### config.mk
export PLATFORM = sky130hd
export DESIGN_NAME = uart_rx
export DESIGN_NICKNAME = d
export VERILOG_FILES = /design/src/rtl/uart_rx.sv
export SDC_FILE = /design/constraint.sdc
export NUM_CORES = 1
export LEC_CHECK = 0
export CAP_MARGIN = 20
export CORE_MARGIN = 2
export CORE_UTILIZATION = 50
export DETAILED_ROUTE_END_ITERATION = 12
export GPL_TIMING_DRIVEN = 0
export PLACE_DENSITY = 0.66
export SLEW_MARGIN = 30
export SYNTH_ARGS = -nofsm -noshare
export SYNTH_HDL_FRONTEND = slang
export SYNTH_SLANG_ARGS = --single-unit
### constraint.sdc
create_clock -name clk -period 2.25 [get_ports clk]
set_input_delay 0.225 -clock clk [delete_from_list [all_inputs] [get_ports clk]]
set_output_delay 0.225 -clock clk [all_outputs]
set_load 0.01 [all_outputs]
### src/rtl/uart_rx.sv
// uart_rx: 8N1 UART receiver (LSB first) with a single-entry valid/ready holding register.
// The line is resynchronised, each frame is sampled at bit centres, and good bytes are
// offered to the consumer; stop-bit and overrun problems are flagged with one-cycle pulses.
module uart_rx #(
   parameter int unsigned CLKS_PER_BIT = 868
) (
   input  logic       clk,
   input  logic       reset_i,
   input  logic       rx_i,
   output logic [7:0] data_o,
   output logic       valid_o,
   input  logic       ready_i,
   output logic       busy_o,
   output logic       frame_err_o,
   output logic       overrun_o
);

   // Reject bit periods too short for the half-bit start check to mean anything.
   if (CLKS_PER_BIT < 4) begin : g_bad_clks_per_bit
      $error("uart_rx: CLKS_PER_BIT must be >= 4");
   end

   localparam int unsigned CNT_W = (CLKS_PER_BIT > 2) ? $clog2(CLKS_PER_BIT) : 2;
   localparam int unsigned IDX_W = 3;
   localparam logic [CNT_W-1:0] BIT_LAST  = CNT_W'(CLKS_PER_BIT - 1);
   localparam logic [CNT_W-1:0] HALF_LAST = CNT_W'((CLKS_PER_BIT / 2) - 1);
   localparam logic [IDX_W-1:0] IDX_LAST  = IDX_W'(7);

   typedef enum logic [2:0] {
      S_IDLE      = 3'd0,
      S_START     = 3'd1,
      S_DATA      = 3'd2,
      S_STOP      = 3'd3,
      S_WAIT_IDLE = 3'd4
   } state_t;

   state_t           state;
   state_t           state_nxt;
   logic [CNT_W-1:0] cnt;
   logic [CNT_W-1:0] cnt_nxt;
   logic [IDX_W-1:0] idx;
   logic [IDX_W-1:0] idx_nxt;
   logic [7:0]       shift;
   logic [7:0]       shift_nxt;
   logic             rx_meta;
   logic             rx_s;

   logic [7:0]       data_nxt;
   logic             valid_nxt;
   logic             frame_err_nxt;
   logic             overrun_nxt;

   // Two-flop synchroniser for the asynchronous serial line.
   always_ff @(posedge clk or posedge reset_i) begin
      if (reset_i) begin
         rx_meta <= 1'b0;
         rx_s    <= 1'b0;
      end else begin
         rx_meta <= rx_i;
         rx_s    <= rx_meta;
      end
   end

   // Next-state, counters, shift register and output next-values for the frame FSM.
   always_comb begin
      state_nxt     = state;
      cnt_nxt       = cnt;
      idx_nxt       = idx;
      shift_nxt     = shift;
      data_nxt      = data_o;
      valid_nxt     = valid_o & ~ready_i;
      frame_err_nxt = 1'b0;
      overrun_nxt   = 1'b0;

      case (state)
         S_IDLE: begin
            if (!rx_s) begin
               state_nxt = S_START;
               cnt_nxt   = '0;
            end
         end

         S_START: begin
            if (cnt == HALF_LAST) begin
               cnt_nxt = '0;
               if (!rx_s) begin
                  state_nxt = S_DATA;
                  idx_nxt   = '0;
               end else begin
                  // Line came back high before mid start bit: treat as a glitch.
                  state_nxt = S_IDLE;
               end
            end else begin
               cnt_nxt = cnt + 1'b1;
            end
         end

         S_DATA: begin
            if (cnt == BIT_LAST) begin
               cnt_nxt        = '0;
               shift_nxt[idx] = rx_s;
               if (idx == IDX_LAST) begin
                  state_nxt = S_STOP;
               end else begin
                  idx_nxt = idx + 1'b1;
               end
            end else begin
               cnt_nxt = cnt + 1'b1;
            end
         end

         S_STOP: begin
            if (cnt == BIT_LAST) begin
               cnt_nxt = '0;
               if (rx_s) begin
                  state_nxt = S_IDLE;
                  // Load when the holding register is free or being drained this cycle.
                  if (!valid_o || ready_i) begin
                     data_nxt  = shift;
                     valid_nxt = 1'b1;
                  end else begin
                     overrun_nxt = 1'b1;
                  end
               end else begin
                  state_nxt     = S_WAIT_IDLE;
                  frame_err_nxt = 1'b1;
               end
            end else begin
               cnt_nxt = cnt + 1'b1;
            end
         end

         S_WAIT_IDLE: begin
            // Hold off until the line is seen idle, so a break or a stuck-low line
            // never looks like a start bit.
            if (rx_s) begin
               state_nxt = S_IDLE;
            end
         end

         default: begin
            state_nxt = S_WAIT_IDLE;
         end
      endcase
   end

   // FSM state, bit timing and shift register; busy mirrors the next state.
   always_ff @(posedge clk or posedge reset_i) begin
      if (reset_i) begin
         state  <= S_WAIT_IDLE;
         cnt    <= '0;
         idx    <= '0;
         shift  <= '0;
         busy_o <= 1'b1;
      end else begin
         state  <= state_nxt;
         cnt    <= cnt_nxt;
         idx    <= idx_nxt;
         shift  <= shift_nxt;
         busy_o <= (state_nxt != S_IDLE);
      end
   end

   // Holding register and status pulses.
   always_ff @(posedge clk or posedge reset_i) begin
      if (reset_i) begin
         data_o      <= '0;
         valid_o     <= 1'b0;
         frame_err_o <= 1'b0;
         overrun_o   <= 1'b0;
      end else begin
         data_o      <= data_nxt;
         valid_o     <= valid_nxt;
         frame_err_o <= frame_err_nxt;
         overrun_o   <= overrun_nxt;
      end
   end

endmodule

==> metrics.md <==
| Metric | Value |
|---|---|
| Vias per cell | `5.701` |
| Commonest cells after routing, fill and taps aside | `dfrtp_1 (35), mux2_2 (16), o21ai_0 (16)` |
| Outcome | `complete, no violations` |
| DR DRC count | `0` |
| Setup crit start kind | `register` |
| P&R area growth vs syn | `17.19%` |
| Ys async rst share | `1.000` |
| First-pass GRT wire length | `6.237 mm` |
| NetSw | `240.0 µW` |
| 1st-pass router iterations | `4` |
| CTS Buffer Depth | `2` |
| Core footprint | `0.003661 mm²` |
| Critical Path AT | `2.34 ns` |
| Final WS setup | `0.09763 ns` |
| Pre-CTS setup slack | `0.01938 ns` |
| R2R Setup Slk | `0.1 ns` |
| Final core occ | `0.6104` |
| Synth area leader | `dfrtp_1` |
| Final max-slew violation count | `0` |
| Hold_sp | `rx_meta` |
| Syn nets | `177` |
| Cell variety after synth | `45` |
| GP Congestion | `0.8390` |
| Seq cells post-synth | `38` |
| # setup viols final | `0` |
| Post-Synth Simple-Gate Area | `0.2106` |
| CTS tree | `yes` |
| CTS Hold Buffers Added | `0` |
| Slew headroom | `0.4746` |
| Final HPWL DP | `2.470 mm` |
| CP required | `2.44 ns` |
| P per Cell Area | `512.0 mW/mm²` |
| Pint | `904.1 µW` |
| Flop pwr share | `0.599` |
| Main combinational cell family by area after synthesis | `simple AND/OR/NAND/NOR gates` |
| Die Wd | `65.76 µm` |
| Synthesis warning total | `0` |
| Yosys top cell area share | `0.4724` |
| Cell Area, Synth | `0.001907 mm²` |
| Synth area leaders | `dfrtp_1 (47%), mux2_2 (9.4%), o21ai_0 (4.2%)` |
| Lkg Pwr | `1.032 nW` |
| Post-synthesis adder-cell area fraction | `0.02625` |
| Clk sinks | `38` |
| Final Cycle Share | `0.9566` |
| CTS Buf Count | `5` |
| Sequential area share after synthesis | `0.5000` |
| Starting Density | `0.5208` |
| Power share of the combinational group | `0.021` |
| IO buf count | `15` |
| Most common cell after layout, fill and taps aside | `dfrtp_1` |
| Setup crit end kind | `register` |
| Total track usage | `0.1920` |
| Routed wire length | `3.598 mm` |
| Grt total ovfl | `0` |
| Worst slew pin tran | `0.7881 ns` |
| RSZ-0062 raised after global routing | `true` |
| Die Height | `65.76 µm` |
| Crit-path max FO | `10` |
| Vias in the first global route | `1377` |
| DR iter-0 viols | `139` |
| Nets | `201` |
| Reg-to-Reg End | `cnt[2]` |
| Share of layout cells above drive strength 1 | `0.2487` |
| Drt wl/cell | `14.93 µm` |
| DIE AREA | `0.004324 mm²` |
| Clock root buffer master | `clkbuf_8` |
| Clk_skew | `0.005442 ns` |
| Worst vdd ir | `0.3528 mV` |
| Clk slew on worst S/H paths | `0.07 ns` |
| Final hold vios | `0` |
| Hold Crit Endpoint | `rx_s` |
| Max cap viols | `0` |
| Clock power share | `0.380` |
| Sw Ratio | `0.2098` |
| Cell Rows | `22` |
| Compound-Gate Fraction of Synth Area | `0.1293` |
| Worst R2R Path Depth | `8` |
| Hold crit path type | `reg2reg` |
| IO Count | `16` |
| Final Power | `1.144 mW` |
| Tmin final | `2.152 ns` |
| # diodes | `0` |
| Antenna violations before repair | `0` |
| CP Class | `reg2reg` |
| Clk_lat worst skew | `0.29 ns` |
| H-tree depth | `2` |
| Crit Reg-Reg Startpoint | `cnt[1]` |
| Post-synth EDFFs | `0` |
| Mapped Avg Cell Area | `11.28 µm²` |
| Largest net degree at the start of global routing | `39` |
| Most used flip-flop cell after synthesis | `dfrtp_1` |
| Via count | `1374` |
| Xor and xnor area share after synthesis | `0` |
| Syn Inst Count | `169` |
| Fmax | `464.6 MHz` |
| Final ANT Viol Nets | `0` |
| Hold Path Stages | `0` |
| Mux cell area share after synthesis | `0.09974` |
## worst max-delay path, stage by stage (launching register included)
cell	delay [ns]
dfrtp_1	0.42
inv_1	0.09
ha_1	0.14
or4b_4	0.47
nor3_4	0.26
a2bb2oi_4	0.25
buf_6	0.17
o21ai_2	0.05
a21o_1	0.20
## stage by stage
step           TNS (ns)  hold WS [ns]  cells  cell area, µm²
6_report              0        0.3551    241            2235
5_1_grt        -0.02053        0.3719    241            2235
4_1_cts               0        0.3539    239            2193
3_5_place_dp          0        0.3379    232            2117
3_3_place_gp          0        0.3328    232            2117
2_1_floorplan         0        0.2564    169            1907
## synth_stat cells, types with 2 or more instances
cell type  number
and3_1          3
nand4b_1        3
dfrtp_1        36
o21ai_0        16
nor4_1          5
nor2_1          7
a21o_1          8
clkbuf_1        3
nor4b_1         2
a31o_2          3
buf_2           2
mux2_2         16
dfstp_2         2
inv_1           4
nor3_1          4
nor3b_1         7
nand2b_1        2
nand2_1        10
nand3_1         7
ha_1            4
## cell families (layout without fill, tap and decap cells)
family | count (synthesis) | after routing
muxes | 17 | 17
DFF | 38 | 38
buffers and inverters | 12 | 35
AOI/OAI and AO/OA | 35 | 36
adders and majority gates | 4 | 4
and+or+nand+nor | 63 | 63
## routing by layer
metal  part of all wire  GRT usage  vias to the layer above
li1                   -          -                      675
met1               0.49     0.2500                      663
met2               0.46     0.2967                       31
met3              0.035    0.04795                        5
met4              0.015    0.09635                        0
met5                  0          0                        -
## flip-flops by register name, indices dropped and copies added (netlist names)
register	flops
rx_meta	1
rx_s	1
shift	8
data_o	8
idx	3
overrun_o	1
state	3
cnt	10
frame_err_o	1
valid_o	1
busy_o	1
## repair_timing
action / 4_1_cts / 5_1_grt
hold endpoints to repair: 0 / 0
buffers inserted: 0 / 1
endpoints found under the setup margin: 0 / 17
gates resized for setup: 0 / 5
## worst max-delay path by stage
stage                 from   endpoint  slack, ns  cells past startpoint
finish              cnt[1]     cnt[2]        0.1                      8
global route        cnt[1]     cnt[2]      -0.01                      8
CTS                 cnt[0]  data_o[4]      0.004                      6
detailed placement  cnt[0]  data_o[4]       0.02                      6
global placement    cnt[0]   shift[2]       0.07                      7
floorplan           cnt[0]   shift[4]       0.26                      7
## layout make-up
cell class | count | area (µm²)
Multi-Input combinational cell | 120 | 920.9
Clock buffer | 7 | 76.32
Buffer | 8 | 50.05
Timing Repair Buffer | 16 | 157.7
Inverter | 4 | 15.01
Sequential cell | 38 | 954.7
Fill cell | 312 | 1426
Tap cell | 48 | 60.06
## power by group through the flow
| stage | Clock [mW] | Combinational, mW | Sequential (mW) |
|---|---|---|---|
| floorplan | 0 | 0.0144 | 0.698 |
| global placement | 0 | 0.0247 | 0.698 |
| detailed placement | 0 | 0.0258 | 0.698 |
| CTS | 0.451 | 0.0259 | 0.685 |
| global route | 0.478 | 0.0282 | 0.685 |
| finish | 0.435 | 0.0241 | 0.685 |
Note: power is estimated with default switching activity, not from simulation.
